$ cat config.mk
export PLATFORM = sky130hd
export DESIGN_NAME = mem_arbiter_flat
export DESIGN_NICKNAME = d
export VERILOG_FILES = /design/src/rtl/mem_arbiter_if.sv /design/src/rtl/mem_arbiter.sv /design/src/flat_wrapper.sv
export SDC_FILE = /design/constraint.sdc
export NUM_CORES = 1
export LEC_CHECK = 0
export BUFFER_PORTS_ARGS = -buffer_cell sky130_fd_sc_hd__buf_2
export CORE_AREA = 4 4 232 234
export DETAILED_ROUTE_END_ITERATION = 16
export DIE_AREA = 0 0 236 238
export GPL_TIMING_DRIVEN = 0
export SYNTH_ARGS = -nofsm -noshare
export SYNTH_HDL_FRONTEND = slang
export SYNTH_SLANG_ARGS = --single-unit
$ cat constraint.sdc
create_clock -name clk -period 3.1 [get_ports clk]
set_input_delay 0.465 -clock clk [delete_from_list [all_inputs] [get_ports clk]]
set_output_delay 0.465 -clock clk [all_outputs]
set_load 0.01 [all_outputs]
$ cat src/rtl/mem_arbiter_if.sv
// Request/response and memory-port signals between IFU, LSU, the arbiter and the pmem wrapper.
// The slave modport is the arbiter's view; master is the surrounding core/memory view.
interface mem_arbiter_if #(
  parameter int unsigned ADDR_W = 64,
  parameter int unsigned DATA_W = 64
);
  logic                  ifu_req_valid;
  logic                  ifu_req_ready;
  logic [ADDR_W-1:0]     ifu_addr;
  logic                  ifu_resp_valid;
  logic [DATA_W-1:0]     ifu_rdata;

  logic                  lsu_req_valid;
  logic                  lsu_req_ready;
  logic                  lsu_wen;
  logic [ADDR_W-1:0]     lsu_addr;
  logic [DATA_W-1:0]     lsu_wdata;
  logic [DATA_W/8-1:0]   lsu_mask;
  logic                  lsu_resp_valid;
  logic [DATA_W-1:0]     lsu_rdata;

  logic                  mem_ren;
  logic                  mem_wen;
  logic [ADDR_W-1:0]     mem_raddr;
  logic [DATA_W-1:0]     mem_rdata;
  logic [ADDR_W-1:0]     mem_waddr;
  logic [DATA_W-1:0]     mem_wdata;
  logic [DATA_W/8-1:0]   mem_mask;

  modport slave (
    input  ifu_req_valid, ifu_addr,
    output ifu_req_ready, ifu_resp_valid, ifu_rdata,
    input  lsu_req_valid, lsu_wen, lsu_addr, lsu_wdata, lsu_mask,
    output lsu_req_ready, lsu_resp_valid, lsu_rdata,
    output mem_ren, mem_wen, mem_raddr, mem_waddr, mem_wdata, mem_mask,
    input  mem_rdata
  );

  modport master (
    output ifu_req_valid, ifu_addr,
    input  ifu_req_ready, ifu_resp_valid, ifu_rdata,
    output lsu_req_valid, lsu_wen, lsu_addr, lsu_wdata, lsu_mask,
    input  lsu_req_ready, lsu_resp_valid, lsu_rdata,
    input  mem_ren, mem_wen, mem_raddr, mem_waddr, mem_wdata, mem_mask,
    output mem_rdata
  );
endinterface

$ cat src/rtl/mem_arbiter.sv
// Shares the single combinational pmem port between IFU and LSU: round-robin grant,
// one latched transaction at a time, one strobe after LATENCY cycles, one response pulse.
module mem_arbiter #(
  parameter int unsigned LATENCY = 1,
  parameter int unsigned ADDR_W  = 64,
  parameter int unsigned DATA_W  = 64
) (
  input  logic           clk,
  input  logic           rst_n,
  mem_arbiter_if.slave   bus
);

  typedef enum logic [1:0] {IDLE, ACCESS, RESP} state_t;

  localparam logic [3:0] CNT_INIT = 4'(LATENCY - 1);

  state_t                state;
  logic [3:0]            cnt;
  logic                  owner_lsu;
  logic                  last_lsu;
  logic                  r_wen;
  logic [ADDR_W-1:0]     r_addr;
  logic [DATA_W-1:0]     r_wdata;
  logic [DATA_W/8-1:0]   r_mask;
  logic [DATA_W-1:0]     ifu_rdata_q;
  logic [DATA_W-1:0]     lsu_rdata_q;

  logic                  grant_ifu;
  logic                  grant_lsu;
  logic                  accept;
  logic                  strobe;

  // On a tie the requester that did not win last time gets the port.
  assign grant_ifu = bus.ifu_req_valid && (!bus.lsu_req_valid || last_lsu);
  assign grant_lsu = bus.lsu_req_valid && (!bus.ifu_req_valid || !last_lsu);
  assign accept    = (state == IDLE) && (grant_ifu || grant_lsu);
  assign strobe    = (state == ACCESS) && (cnt == 4'd0);

  // Ready is gated by rst_n so every output reads 0 while reset is held.
  assign bus.ifu_req_ready  = rst_n && (state == IDLE) && grant_ifu;
  assign bus.lsu_req_ready  = rst_n && (state == IDLE) && grant_lsu;

  assign bus.mem_ren   = strobe && !r_wen;
  assign bus.mem_wen   = strobe && r_wen;
  assign bus.mem_raddr = bus.mem_ren ? r_addr  : '0;
  assign bus.mem_waddr = bus.mem_wen ? r_addr  : '0;
  assign bus.mem_wdata = bus.mem_wen ? r_wdata : '0;
  assign bus.mem_mask  = bus.mem_wen ? r_mask  : '0;

  assign bus.ifu_resp_valid = (state == RESP) && !owner_lsu;
  assign bus.lsu_resp_valid = (state == RESP) && owner_lsu;
  assign bus.ifu_rdata      = ifu_rdata_q;
  assign bus.lsu_rdata      = lsu_rdata_q;

  always_ff @(posedge clk or negedge rst_n) begin
    if (!rst_n) begin
      state       <= IDLE;
      cnt         <= '0;
      owner_lsu   <= 1'b0;
      last_lsu    <= 1'b1;
      r_wen       <= 1'b0;
      r_addr      <= '0;
      r_wdata     <= '0;
      r_mask      <= '0;
      ifu_rdata_q <= '0;
      lsu_rdata_q <= '0;
    end else begin
      case (state)
        IDLE: begin
          if (accept) begin
            owner_lsu <= grant_lsu;
            last_lsu  <= grant_lsu;
            r_wen     <= grant_lsu && bus.lsu_wen;
            r_addr    <= grant_lsu ? bus.lsu_addr  : bus.ifu_addr;
            r_wdata   <= grant_lsu ? bus.lsu_wdata : '0;
            r_mask    <= grant_lsu ? bus.lsu_mask  : '0;
            cnt       <= CNT_INIT;
            state     <= ACCESS;
          end
        end
        ACCESS: begin
          if (cnt != 4'd0) begin
            cnt <= cnt - 4'd1;
          end else begin
            // Memory is combinational: capture read data in the strobe cycle itself.
            if (owner_lsu) lsu_rdata_q <= r_wen ? '0 : bus.mem_rdata;
            else           ifu_rdata_q <= bus.mem_rdata;
            state <= RESP;
          end
        end
        RESP:    state <= IDLE;
        default: state <= IDLE;
      endcase
    end
  end

endmodule

$ cat src/flat_wrapper.sv
// flat-port wrapper written by rule: the top's interface ports become plain ports
module mem_arbiter_flat 
#(
  parameter int unsigned LATENCY = 1,
  parameter int unsigned ADDR_W  = 64,
  parameter int unsigned DATA_W  = 64
)
  (clk, rst_n, bus_ifu_req_valid, bus_ifu_addr, bus_ifu_req_ready, bus_ifu_resp_valid, bus_ifu_rdata, bus_lsu_req_valid, bus_lsu_wen, bus_lsu_addr, bus_lsu_wdata, bus_lsu_mask, bus_lsu_req_ready, bus_lsu_resp_valid, bus_lsu_rdata, bus_mem_ren, bus_mem_wen, bus_mem_raddr, bus_mem_waddr, bus_mem_wdata, bus_mem_mask, bus_mem_rdata);
  mem_arbiter_if #(.ADDR_W(ADDR_W), .DATA_W(DATA_W)) bus_i ();
  input  logic clk;
  input  logic rst_n;
  input wire logic [$bits(bus_i.ifu_req_valid)-1:0] bus_ifu_req_valid;
  input wire logic [$bits(bus_i.ifu_addr)-1:0] bus_ifu_addr;
  output wire logic [$bits(bus_i.ifu_req_ready)-1:0] bus_ifu_req_ready;
  output wire logic [$bits(bus_i.ifu_resp_valid)-1:0] bus_ifu_resp_valid;
  output wire logic [$bits(bus_i.ifu_rdata)-1:0] bus_ifu_rdata;
  input wire logic [$bits(bus_i.lsu_req_valid)-1:0] bus_lsu_req_valid;
  input wire logic [$bits(bus_i.lsu_wen)-1:0] bus_lsu_wen;
  input wire logic [$bits(bus_i.lsu_addr)-1:0] bus_lsu_addr;
  input wire logic [$bits(bus_i.lsu_wdata)-1:0] bus_lsu_wdata;
  input wire logic [$bits(bus_i.lsu_mask)-1:0] bus_lsu_mask;
  output wire logic [$bits(bus_i.lsu_req_ready)-1:0] bus_lsu_req_ready;
  output wire logic [$bits(bus_i.lsu_resp_valid)-1:0] bus_lsu_resp_valid;
  output wire logic [$bits(bus_i.lsu_rdata)-1:0] bus_lsu_rdata;
  output wire logic [$bits(bus_i.mem_ren)-1:0] bus_mem_ren;
  output wire logic [$bits(bus_i.mem_wen)-1:0] bus_mem_wen;
  output wire logic [$bits(bus_i.mem_raddr)-1:0] bus_mem_raddr;
  output wire logic [$bits(bus_i.mem_waddr)-1:0] bus_mem_waddr;
  output wire logic [$bits(bus_i.mem_wdata)-1:0] bus_mem_wdata;
  output wire logic [$bits(bus_i.mem_mask)-1:0] bus_mem_mask;
  input wire logic [$bits(bus_i.mem_rdata)-1:0] bus_mem_rdata;
  assign bus_i.ifu_req_valid = bus_ifu_req_valid;
  assign bus_i.ifu_addr = bus_ifu_addr;
  assign bus_ifu_req_ready = bus_i.ifu_req_ready;
  assign bus_ifu_resp_valid = bus_i.ifu_resp_valid;
  assign bus_ifu_rdata = bus_i.ifu_rdata;
  assign bus_i.lsu_req_valid = bus_lsu_req_valid;
  assign bus_i.lsu_wen = bus_lsu_wen;
  assign bus_i.lsu_addr = bus_lsu_addr;
  assign bus_i.lsu_wdata = bus_lsu_wdata;
  assign bus_i.lsu_mask = bus_lsu_mask;
  assign bus_lsu_req_ready = bus_i.lsu_req_ready;
  assign bus_lsu_resp_valid = bus_i.lsu_resp_valid;
  assign bus_lsu_rdata = bus_i.lsu_rdata;
  assign bus_mem_ren = bus_i.mem_ren;
  assign bus_mem_wen = bus_i.mem_wen;
  assign bus_mem_raddr = bus_i.mem_raddr;
  assign bus_mem_waddr = bus_i.mem_waddr;
  assign bus_mem_wdata = bus_i.mem_wdata;
  assign bus_mem_mask = bus_i.mem_mask;
  assign bus_i.mem_rdata = bus_mem_rdata;
  mem_arbiter #(.LATENCY(LATENCY), .ADDR_W(ADDR_W), .DATA_W(DATA_W)) u_core (.clk(clk), .rst_n(rst_n), .bus(bus_i));
endmodule
# After elaboration in Yosys (flattened, before gate mapping)
# Index checks and enable logic that the tools add are counted.
# Widths: inputs -> output; s select.
[word_totals]
reg_bits = 273
out_inout_bits = 334
word_cells = 61
[classes]
add_sub_neg = 1
n_eq_ne = 5
muxes = 14
n_bitwise = 2
n_reduce_logical = 29
[ops]
columns = ["op", "n"]
rows = [
  ["$mux 64", 6],
  ["$mux 8", 2],
  ["$logic_and 1x1->1", 12],
  ["$reduce_and 3->1", 3],
  ["$mux 4", 2],
  ["$pmux 4 s2", 1],
  ["$logic_not 1->1", 5],
  ["$logic_not 4->1", 1],
  ["$mux 2", 2],
  ["$ne 2x2->1 const B", 2],
  ["$pmux 2 s2", 1],
  ["$reduce_and 2->1", 2],
  ["$reduce_bool 4->1", 1],
  ["$sub 4x1->4 const B", 1],
  ["$logic_or 1x1->1", 3],
  ["$eq 2x1->1 const B", 1],
  ["$eq 2x2->1 const B", 1],
  ["$logic_not 2->1", 1],
  ["$ne 2x1->1 const B", 1],
  ["$not 1->1", 2],
  ["$reduce_bool 2->1", 1],
]

# Logic depth before layout (Yosys ltp)
# Gate-level depths: netlist of the first run.
[logic_depth]
depth_word = 7
depth_mapped = 7
mapped_depth_nobuf = 5

# Least setup slack after synthesis of the first run
# OpenSTA, ideal clock, no wires.
[synth_timing]
path_kind = "register -> output"
from = "register u_core.cnt[0]"
to = "output bus_mem_waddr[54]"
t_arrival_ps = 1645
path_slack_ps = 990
stages_incl_launch_ff = 8
n_path_buf = 2
cell_sequence = "dfrtp_1 -> inv_1 -> ha_1 -> nor3b_4 -> and3_1 -> buf_2 -> buf_2 -> and2_1"
[synth_between]
elab_chain_cells = 4
[synth_rtl]
columns = ["item", "line_no", "text"]
rows = [
  ["from (decl)", "mem_arbiter.sv:18", "logic [3:0] cnt;"],
  ["from (signal assigned)", "mem_arbiter.sv:83", "cnt <= cnt - 4'd1;"],
  ["$logic_not 4->1", "mem_arbiter.sv:37", "assign strobe = (state == ACCESS) && (cnt == 4'd0);"],
  ["$logic_and 1x1->1", "mem_arbiter.sv:37", ""],
  ["$logic_and 1x1->1", "mem_arbiter.sv:44", "assign bus.mem_wen = strobe && r_wen;"],
  ["named net bus_mem_wen", "flat_wrapper.sv:26", "output wire logic [$bits(bus_i.mem_wen)-1:0] bus_mem_wen;"],
  ["$mux 64", "mem_arbiter.sv:46", "assign bus.mem_waddr = bus.mem_wen ? r_addr : '0;"],
  ["to (decl)", "flat_wrapper.sv:28", "output wire logic [$bits(bus_i.mem_waddr)-1:0] bus_mem_waddr;"],
]
# The timed path passes the listed nets, and every way through them passes these cells.

# Worst setup path after layout of the first run
[layout_timing]
from = "register u_core.cnt[0]"
to = "output bus_mem_raddr[19]"
[layout_between]
elab_chain_cells = 4
[layout_rtl]
columns = ["item", "line_no", "text"]
rows = [
  ["$logic_not 4->1", "mem_arbiter.sv:37", ""],
  ["$logic_and 1x1->1", "mem_arbiter.sv:37", ""],
  ["$logic_and 1x1->1", "mem_arbiter.sv:43", "assign bus.mem_ren = strobe && !r_wen;"],
  ["$mux 64", "mem_arbiter.sv:45", "assign bus.mem_raddr = bus.mem_ren ? r_addr : '0;"],
  ["to (decl)", "flat_wrapper.sv:27", "output wire logic [$bits(bus_i.mem_raddr)-1:0] bus_mem_raddr;"],
]
# No other way between the ends.

==> results of run 1 <==
## registers in the layout, summed over array words and instances, names as in the netlist
| name | count |
|---|---|
| u_core.bus.ifu_rdata | 64 |
| u_core.r_wen | 1 |
| u_core.cnt | 4 |
| u_core.state | 2 |
| u_core.r_wdata | 64 |
| u_core.owner_lsu | 1 |
| u_core.bus.lsu_rdata | 64 |
| u_core.r_addr | 64 |
| u_core.r_mask | 8 |
| u_core.last_lsu | 1 |
## stage by stage
step	area (sq um)	cells	setup slack (ns)	setup TNS [ns]	utilization, %
after CTS	18000	2415	0.000197	0	34.5
after global placement	16800	2351	-3.70	-997.99	32.2
after detailed placement	16800	2353	0.159	0	32.3
final	18100	2421	0.194	0	34.7
after floorplan	12900	1061	0.990	0	-
after global routing	18100	2419	-0.00517	-0.0228	34.7
## power groups by stage
stage,Combinational [mW],Clock (mW),Sequential [mW]
after floorplan,4.56,0,6.41
after global placement,7.78,0,6.27
after detailed placement,7.92,0,6.31
after CTS,7.98,4.04,6.32
after global routing,8.60,4.18,6.53
final,7.95,3.87,6.33
## layer usage
| layer | global-route usage [%] | vias to the layer above |
|---|---|---|
| li1 | - | 5038 |
| met1 | 20.7 | 5508 |
| met2 | 27.3 | 476 |
| met3 | 5.06 | 100 |
| met4 | 6.94 | 4 |
| met5 | 0 | - |
## worst paths after layout
| kind | from | to | slack, ns | cells past startpoint |
|---|---|---|---|---|
| max | u_core.cnt[0] | bus_mem_raddr[19] | 0.19 | 8 |
| min | bus_lsu_mask[1] | u_core.r_mask[1] | 0.15 | 2 |
| max reg2reg | u_core.cnt[0] | u_core.bus.ifu_rdata[27] | 0.98 | 8 |
| min reg2reg | u_core.r_wdata[30] | u_core.r_wdata[30] | 0.49 | 1 |
| max in group asynchronous | rst_n | u_core.r_wdata[40] | 1.66 | 3 |
| min in group asynchronous | rst_n | u_core.bus.lsu_rdata[44] | 0.44 | 2 |
## worst register-to-register path: cells and delay by family, from the launching register on
family                     cells  cell delay, ns
muxes                          1            0.31
and+or+nand+nor                2            0.43
buffers and inverters          4            0.68
adders and majority gates      1            0.19
DFF                            1            0.41
## repair_timing
| item | in CTS | in global routing |
|---|---|---|
| hold buffers | 1 | 0 |
| resized for setup | 11 | 33 |
| buffers inserted | 4 | 3 |
| gates cloned | 0 | 1 |
| setup endpoints to repair | 202 | 169 |
| hold endpoints to repair | 75 | 0 |
| pin swaps | 0 | 0 |
## synthesized netlist by cell type (2+ instances only)
master and count:
inv_1 2, nor2b_1 65, a22o_1 73, mux2_1 11, mux2_4 60, clkbuf_2 17
a21o_1 2, mux2_2 58, clkbuf_1 25, nand2_1 66, buf_2 37, nand2b_1 2
and2_1 202, o21ai_0 2, o221ai_1 2, a2bb2oi_1 64, dfrtp_1 272, a211oi_1 64
buf_6 13
## cell families (layout without fill, tap and decap cells)
| family | Yosys count | count (layout) | synth area share, % |
|---|---|---|---|
| muxes | 130 | 130 | 13.1 |
| DFF | 273 | 273 | 53.1 |
| adders and majority gates | 1 | 1 | 0.0971 |
| and+or+nand+nor | 350 | 350 | 16.0 |
| buffers and inverters | 95 | 764 | 4.05 |
| other | 0 | 3 | 0 |
| AOI/OAI and AO/OA | 212 | 212 | 13.7 |
## final cells by class
cell class | instances | area [sq um]
Fill cell | 5267 | 34000
Sequential cell | 273 | 6830
Multi-Input combinational cell | 693 | 5550
Timing Repair Buffer | 613 | 3150
Clock buffer | 47 | 950
Tap cell | 688 | 861
Buffer | 92 | 577
Clock inverter | 10 | 119
Inverter | 2 | 7.51
Antenna cell | 3 | 7.51
==> results.sh, run 1 <==
export IMPL_critPathArrivalTime_ns=2.44
export IMPL_relSlewSlack_pct=35.5
export IMPL_cts_sinks=273
export IMPL_cp_max_fo=10
export IMPL_async_flop_share_pct=100
export IMPL_ir_drop_mv=0.549
export IMPL_synth_edff_count=0
export IMPL_syn_cell_area_sq_mm=0.0129
export IMPL_power_frac_comb_pct=43.8
export IMPL_cts_root_buffer="clkbuf_16"
export IMPL_wl_met2_um=23300
export IMPL_die_x_um=236
export IMPL_rows=84
export IMPL_ys_flop_type="dfrtp_1"
export IMPL_antenna_found_initial=5
export IMPL_slowest_delay_ns=0.41
export IMPL_remaining_drc_errors=0
export IMPL_synth_top_area_share_pct=52.9
export IMPL_grt_pass1_vias=11900
export IMPL_ys_ff_latch=273
export IMPL_core_sq_mm=0.0520
export IMPL_worst_pin_slew_ns=0.964
export IMPL_finalPower_mw=18.2
export IMPL_max_cap_violations=0
export IMPL_yosys_area_top_type="dfrtp_1"
export IMPL_outcome="finished, final reports clean"
export IMPL_nNetsFinal=1979
export IMPL_wl_per_cell_um=20.4
export IMPL_wl_met1_um=20200
export IMPL_grt_max_degree=110
export IMPL_startpoint_type="register"
export IMPL_cp_top_family="simple AND/OR/NAND/NOR gates"
export IMPL_min_path_type="in -> reg"
export IMPL_grt_use_total_pct=16.7
export IMPL_viasPerCell=4.60
export IMPL_grt_pass1_wl_um=73500
export IMPL_sw_frac_of_total_pct=36.6
export IMPL_hold_viol=0
export IMPL_worstPathCellList="inv_1 -> ha_2 -> nor3b_4 -> nor3b_4 -> buf_6 -> clkbuf_4 -> and2_1 -> buf_2"
export IMPL_post_route_period_util_pct=93.8
export IMPL_drt_initial_drc_count=468
export IMPL_synth_warnings=0
export IMPL_intPower_mw=11.5
export IMPL_clk_latency_ns=0.54
export IMPL_clock_path_buffers=3
export IMPL_synth_distinct_cells=43
export IMPL_worst_path_buf_inv=4
export IMPL_switchingPower_mw=6.64
export IMPL_port_buffers=602
export IMPL_postRouteAntennaNets=0
export IMPL_syn_area_per_cell_sq_um=12.1
export IMPL_grt_overflow=0
export IMPL_cp_required_ns=2.63
export IMPL_numCtsBuffers=34
export IMPL_drive_gt1_share_pct=49.6
export IMPL_pwr_share_seq_pct=34.9
export IMPL_area_growth_pct=40.2
export IMPL_ys_seq_area_share_pct=53.1
export IMPL_clock_power_share_pct=21.3
export IMPL_synthTopCellsByArea="dfrtp_1, and2_1, mux2_4"
export IMPL_worstSetupPathType="reg -> out"
export IMPL_vias=11100
export IMPL_initial_core_util_pct=24.8
export IMPL_power_leakage_nw=9.41
export IMPL_drv_slew=0
export IMPL_synthCells=1061
export IMPL_place_gp_congestion=0.961
export IMPL_fp_dieH_um=238
export IMPL_layout_commonest_cell="buf_2"
export IMPL_die_area_sq_mm=0.0562
export IMPL_holdWs_ns=0.151
export IMPL_totalWireLength_um=49300
export IMPL_top_layer="met5"
export IMPL_fin_crit_ns=2.91
export IMPL_path_common_cell="nor3b_4"
export IMPL_cts_tree="done"
export IMPL_io_pins=603
export IMPL_htree_levels=2
export IMPL_max_freq_mhz=344
export IMPL_syn_nets=1331
export IMPL_wl_met3_um=3860
export IMPL_dr_pass1_iters=5
export IMPL_most_common_layout_cells="buf_2, dfrtp_1, and2_1"
export IMPL_skew_ns=0.0209
export IMPL_end_kind="output port"
export IMPL_clk_pin_slew_ns=0.06
export IMPL_cp_slowest_cell="dfrtp_1"
export IMPL_finalSetupViolations=0
export IMPL_p_per_area_mw_per_mm2=1010
export IMPL_dp_hpwl_um=38000
Note: power is estimated with default switching activity, not from simulation.
==> inputs of run 2 (changes only) <==
Settings changed: ABC_AREA set to 1, CORE_AREA 4 4 232 234 to 4 4 231 233, DIE_AREA 0 0 236 238 to 0 0 235 237, RECOVER_POWER set to 25.
==> results.sh, run 2 <==
export IMPL_outcome="complete, but fails checks"
export IMPL_failed_checks="max-capacitance violations, max-slew violations"
export IMPL_p_per_area_mw_per_mm2=975
export IMPL_whs_path_depth=3
export IMPL_synthCells=1614
export IMPL_yosys_area_top_type="dfrtp_1"
export IMPL_grt_use_total_pct=18.9
export IMPL_nFillCells=5531
export IMPL_cts_tree="done"
export IMPL_vias=13200
export IMPL_startpoint_type="primary input"
export IMPL_design_area_sq_mm=0.0178
export IMPL_io_pins=603
export IMPL_power_leakage_nw=10.5
export IMPL_finalPower_mw=17.4
export IMPL_max_cap_violations=1
export IMPL_setup_tns_ns=0
export IMPL_synthTopCellsByArea="dfrtp_1, nand2_1, inv_1"
export IMPL_clk_pin_slew_ns=0.06
export IMPL_clock_power_share_pct=22.5
export IMPL_clk_latency_ns=0.59
export IMPL_syn_area_per_cell_sq_um=7.89
export IMPL_clock_path_buffers=3
export IMPL_end_kind="output port"
export IMPL_relSlewSlack_pct=-4.72
export IMPL_dp_hpwl_um=44900
export IMPL_cp_max_fo=89
export IMPL_syn_nets=1884
export IMPL_cp_required_ns=2.63
export IMPL_ys_ff_latch=273
export IMPL_rows=83
export IMPL_antenna_found_initial=10
export IMPL_skew_ns=0.0257
export IMPL_reg2reg_slack_ns=0.58
export IMPL_wl_per_cell_um=18.9
export IMPL_min_path_type="in -> reg"
export IMPL_fp_dieH_um=237
export IMPL_core_sq_mm=0.0512
export IMPL_synth_top_area_share_pct=53.4
export IMPL_die_area_sq_mm=0.0557
export IMPL_hp_start="bus_lsu_addr[58]"
export IMPL_worst_pin_slew_ns=1.57
export IMPL_rsz0062_at_grt="false"
export IMPL_finalSetupViolations=0
export IMPL_remaining_drc_errors=0
export IMPL_async_flop_share_pct=100
export IMPL_grt_pass1_vias=13300
export IMPL_die_x_um=235
export IMPL_holdWs_ns=0.126
export IMPL_cts_root_buffer="clkbuf_16"
export IMPL_switchingPower_mw=7.25
export IMPL_grt_overflow=0
export IMPL_synth_distinct_cells=21
export IMPL_ys_seq_area_share_pct=53.6
export IMPL_synth_most_common_cell="nand2_1"
export IMPL_port_buffers=602
export IMPL_synth_edff_count=0
export IMPL_viasPerCell=4.45
export IMPL_nNetsFinal=2523
export IMPL_hold_viol=0
export IMPL_post_route_period_util_pct=94.4
export IMPL_grt_max_degree=112
export IMPL_totalWireLength_um=55800
export IMPL_numCtsBuffers=31
export IMPL_htree_levels=1
export IMPL_layout_commonest_cell="buf_2"
export IMPL_max_freq_mhz=342
export IMPL_cts_sinks=273
export IMPL_ys_flop_type="dfrtp_1"
export IMPL_most_common_layout_cells="buf_2, nand2_1, inv_1"
export IMPL_critPathArrivalTime_ns=2.46
export IMPL_regToRegStartpoint="u_core.state[0]"
export IMPL_synth_top_cells_by_count="nand2_1, inv_1, dfrtp_1, nor2_1, o22ai_1"
export IMPL_pwr_share_seq_pct=34.1
export IMPL_drv_slew=112
export IMPL_dr_pass1_iters=4
export IMPL_grt_pass1_wl_um=82300
export IMPL_area_growth_pct=39.7
export IMPL_reg2reg_to="u_core.r_mask[6]"
export IMPL_reg2reg_depth=5
export IMPL_intPower_mw=10.1
export IMPL_power_frac_comb_pct=43.4
export IMPL_place_gp_congestion=0.965
export IMPL_drive_gt1_share_pct=32.7
export IMPL_worstSetupPathType="in -> out"
export IMPL_postRouteAntennaNets=0
export IMPL_min_to="u_core.r_addr[58]"
export IMPL_initial_core_util_pct=24.9
export IMPL_synth_warnings=0
export IMPL_fin_crit_ns=2.93
export IMPL_sw_frac_of_total_pct=41.7
export IMPL_placed_cell_area_sq_mm=0.0167
export IMPL_syn_cell_area_sq_mm=0.0127
export IMPL_drt_initial_drc_count=735
export IMPL_ir_drop_mv=0.406
[run 2: changes by cell type in the layout (fill, tap and decap cells not counted), moves of 65 or more]
cell	delta
a22o_1	-73
and2_1	-199
inv_1	+282
nand2_1	+399
nand3_1	+67
nor2_1	+195
nor2b_1	-65
o22ai_1	+74
[run 2: per-layer routing]
metal  GRT usage, %  vias up  share of wire (%)
met3           4.88      108                7.8
met2           33.4      572                 49
met1           22.5     6247                 39
met4           6.48       12                3.8
met5              0        -               0.12
li1               -     6231                  -
[run 2: final cells by class]
class	instances	area [sq um]	area share (%)
clock buffers	48	910	5.11
repair buffers	606	3090	17.3
clock inverters	7	175	0.984
diodes	4	10.0	0.0562
well taps	680	851	4.78
plain buffers	107	657	3.69
flip-flops and latches	273	6830	38.4
inverters	284	1070	5.99
multi-input cells	950	4210	23.7
[run 2: through the flow]
stage          setup slack [ns]  cells  utilization [%]
4_1_cts                 0.00105   2954             34.7
5_1_grt                  0.0243   2956             34.8
6_report                  0.173   2959             34.8
3_3_place_gp              -3.72   2896             32.4
2_1_floorplan              1.21   1614                -
3_5_place_dp              0.541   2898             32.6
[run 2: logic make-up (layout without fill, tap and decap cells)]
logic type	Yosys count	count (layout)	share of synthesized area (%)
flops	273	273	53.6
compound gates	208	208	10.2
other cells	0	4	0
buf+inv	391	1052	13.5
fa+ha+maj	1	1	0.0982
xor+xnor	1	1	0.0688
simple gates	740	740	22.5
[run 2: what timing repair did]
action                                  in CTS  in global routing
buffers inserted                             0                  1
hold endpoints to repair                    74                  0
gates cloned                                 0                  0
hold buffers                                 1                  0
endpoints found under the setup margin       6                 24
resized for setup                            4                 13
pin swaps                                    0                  1
[run 2: power groups by stage]
stage          sequential (mW)  clock, mW  combinational, mW
2_1_floorplan             6.16          0               3.99
3_3_place_gp              5.90          0               7.49
3_5_place_dp              5.95          0               7.59
4_1_cts                   5.92       4.02               7.63
5_1_grt                   6.08       4.17               8.37
6_report                  5.92       3.91               7.53
[run 2: worst max path at each step]
stage / startpoint / endpoint / slack (ns) / cells past startpoint
finish: rst_n / bus_ifu_req_ready / 0.17 / 6
global route: rst_n / bus_ifu_req_ready / 0.02 / 6
CTS: u_core.cnt[0] / bus_mem_waddr[40] / 0.001 / 9
detailed placement: u_core.cnt[0] / bus_mem_raddr[47] / 0.54 / 9
global placement: rst_n / bus_ifu_req_ready / -3.72 / 4
floorplan: u_core.cnt[0] / bus_mem_raddr[50] / 1.21 / 8
[run 2: worst max-delay path, stage by stage]
cell and delay [ns]:
dlygate4sd3_1 0.58, clkbuf_16 0.38, buf_16 0.38, nand2_1 0.18, nor2_1 0.17, buf_2 0.16
==> inputs of run 3 (changes only) <==
Settings changed: REMOVE_ABC_BUFFERS set to 1.
==> results.sh, run 3 (synthesized netlist as in run 2, its figures left out) <==
export IMPL_most_common_layout_cells="buf_2, nand2_1, inv_1"
export IMPL_end_kind="output port"
export IMPL_grt_use_total_pct=16.0
export IMPL_vias=12500
export IMPL_port_buffers=602
export IMPL_clk_latency_ns=0.52
export IMPL_post_route_period_util_pct=95.0
export IMPL_io_pins=603
export IMPL_sw_frac_of_total_pct=40.9
export IMPL_fp_dieH_um=237
export IMPL_relSlewSlack_pct=-0.667
export IMPL_pwr_share_seq_pct=34.2
export IMPL_htree_levels=2
export IMPL_p_per_area_mw_per_mm2=976
export IMPL_dr_pass1_iters=5
export IMPL_switchingPower_mw=7.05
export IMPL_grt_max_degree=121
export IMPL_cp_required_ns=2.63
export IMPL_post_route_util_pct=34.5
export IMPL_min_path_type="in -> reg"
export IMPL_dp_hpwl_um=33400
export IMPL_cts_sinks=273
export IMPL_drive_gt1_share_pct=31.9
export IMPL_drv_slew=49
export IMPL_critPathArrivalTime_ns=2.48
export IMPL_fin_crit_ns=2.95
export IMPL_max_cap_violations=0
export IMPL_die_x_um=235
export IMPL_rsz0062_at_grt="false"
export IMPL_initial_core_util_pct=24.9
export IMPL_nNetsFinal=2439
export IMPL_viasPerCell=4.34
export IMPL_failed_checks="max-slew violations"
export IMPL_grt_pass1_wl_um=71700
export IMPL_intPower_mw=10.2
export IMPL_grt_pass1_vias=12400
export IMPL_skew_ns=0.0202
export IMPL_core_sq_mm=0.0512
export IMPL_drt_initial_drc_count=669
export IMPL_rows=83
export IMPL_outcome="complete, but fails checks"
export IMPL_grt_overflow=0
export IMPL_cp_max_fo=37
export IMPL_wl_per_cell_um=16.4
export IMPL_clock_power_share_pct=23.7
export IMPL_antenna_found_initial=6
export IMPL_hold_viol=0
export IMPL_remaining_drc_errors=0
export IMPL_finalSetupViolations=0
export IMPL_ir_drop_mv=0.410
export IMPL_finalPower_mw=17.2
export IMPL_area_growth_pct=38.6
export IMPL_startpoint_type="register"
export IMPL_cts_tree="done"
export IMPL_max_freq_mhz=339
export IMPL_numCtsBuffers=34
export IMPL_worstSetupPathType="reg -> out"
export IMPL_cts_root_buffer="clkbuf_16"
export IMPL_place_gp_congestion=0.892
export IMPL_totalWireLength_um=47200
export IMPL_die_area_sq_mm=0.0557
export IMPL_power_frac_comb_pct=42.1
export IMPL_postRouteAntennaNets=0
export IMPL_worst_pin_slew_ns=1.51
export IMPL_power_leakage_nw=10.4
export IMPL_layout_commonest_cell="buf_2"
export IMPL_reg2reg_slack_ns=0.56
export IMPL_clock_path_buffers=3
export IMPL_clk_pin_slew_ns=0.06
run 3: cell count changes in the layout (fill, tap and decap cells not counted), moves of 4 or more:
| cell | change |
|---|---|
| buf_12 | +6 |
| buf_16 | +5 |
| buf_2 | -50 |
| buf_4 | -8 |
| buf_6 | -20 |
| clkbuf_1 | -29 |
| clkinv_2 | +5 |
| nand2_1 | -6 |
| nand2_4 | +4 |
run 3: path summary, 6_finish.rpt:
path / start / end / depth (start not counted)
setup / recovery: u_core.cnt[0] / bus_mem_waddr[0] / 9
hold / removal: bus_mem_rdata[13] / u_core.bus.ifu_rdata[13] / 3
setup reg to reg: u_core.cnt[0] / u_core.bus.ifu_rdata[18] / 10
hold reg to reg: u_core.bus.ifu_rdata[6] / u_core.bus.ifu_rdata[6] / 2
max in group asynchronous: rst_n / u_core.r_addr[35] / 3
min in group asynchronous: rst_n / u_core.bus.ifu_rdata[15] / 2
run 3: area by class of cell:
cell class,count,area [sq um]
multi-input cells,953,4310
clock inverters,11,136
clock buffers,48,1010
fillers,5398,33500
diodes,4,10.0
flip-flops and latches,273,6830
well taps,680,851
repair buffers,623,3430
inverters,284,1070
run 3: through the flow:
| stage | hold WS [ns] | setup TNS (ns) | std cells | area [sq um] | setup WS, ns |
|---|---|---|---|---|---|
| floorplan | 0.169 | -431.43 | 1507 | 12100 | -1.47 |
| global placement | 0.449 | -2679.65 | 2789 | 16000 | -5.49 |
| detailed placement | 0.430 | -7.33 | 2802 | 16300 | -0.278 |
| CTS | 0.141 | 0 | 2870 | 17600 | 0.0420 |
| global route | 0.146 | 0 | 2875 | 17600 | 0.0168 |
| finish | 0.181 | 0 | 2876 | 17600 | 0.154 |
run 3: worst max-delay path, cell delays in order, from the launching register on:
cell and delay, ns:
dfrtp_1 0.38, inv_1 0.08, ha_1 0.19, nand2_2 0.16, nor2_4 0.17, buf_12 0.16
nand2_8 0.12, buf_16 0.24, nor2_1 0.21, buf_2 0.17
run 3: power groups by stage:
stage / logic, mW / clock network, mW / registers, mW
after CTS: 7.33 / 4.22 / 5.89
final: 7.26 / 4.08 / 5.89
after detailed placement: 7.10 / 0 / 5.91
after global routing: 8.04 / 4.39 / 6.07
after global placement: 6.90 / 0 / 5.86
after floorplan: 3.64 / 0 / 6.17
run 3: per-layer routing:
metal | up-vias | share of wire (%) | global-route usage [%]
met4 | 2 | 3.2 | 6.03
li1 | 6061 | - | -
met3 | 98 | 6.5 | 3.13
met2 | 490 | 50 | 27.6
met1 | 5845 | 40 | 19.9
met5 | - | 0.023 | 0
run 3: timing repair:
action                                 in CTS  in global routing
resized for setup                           6                  3
hold buffers                                1                  0
gates cloned                                5                  1
endpoints found under the hold margin      55                  0
setup endpoints to repair                 202                 66
setup buffers                               3                  1
pin swaps                                   2                  1
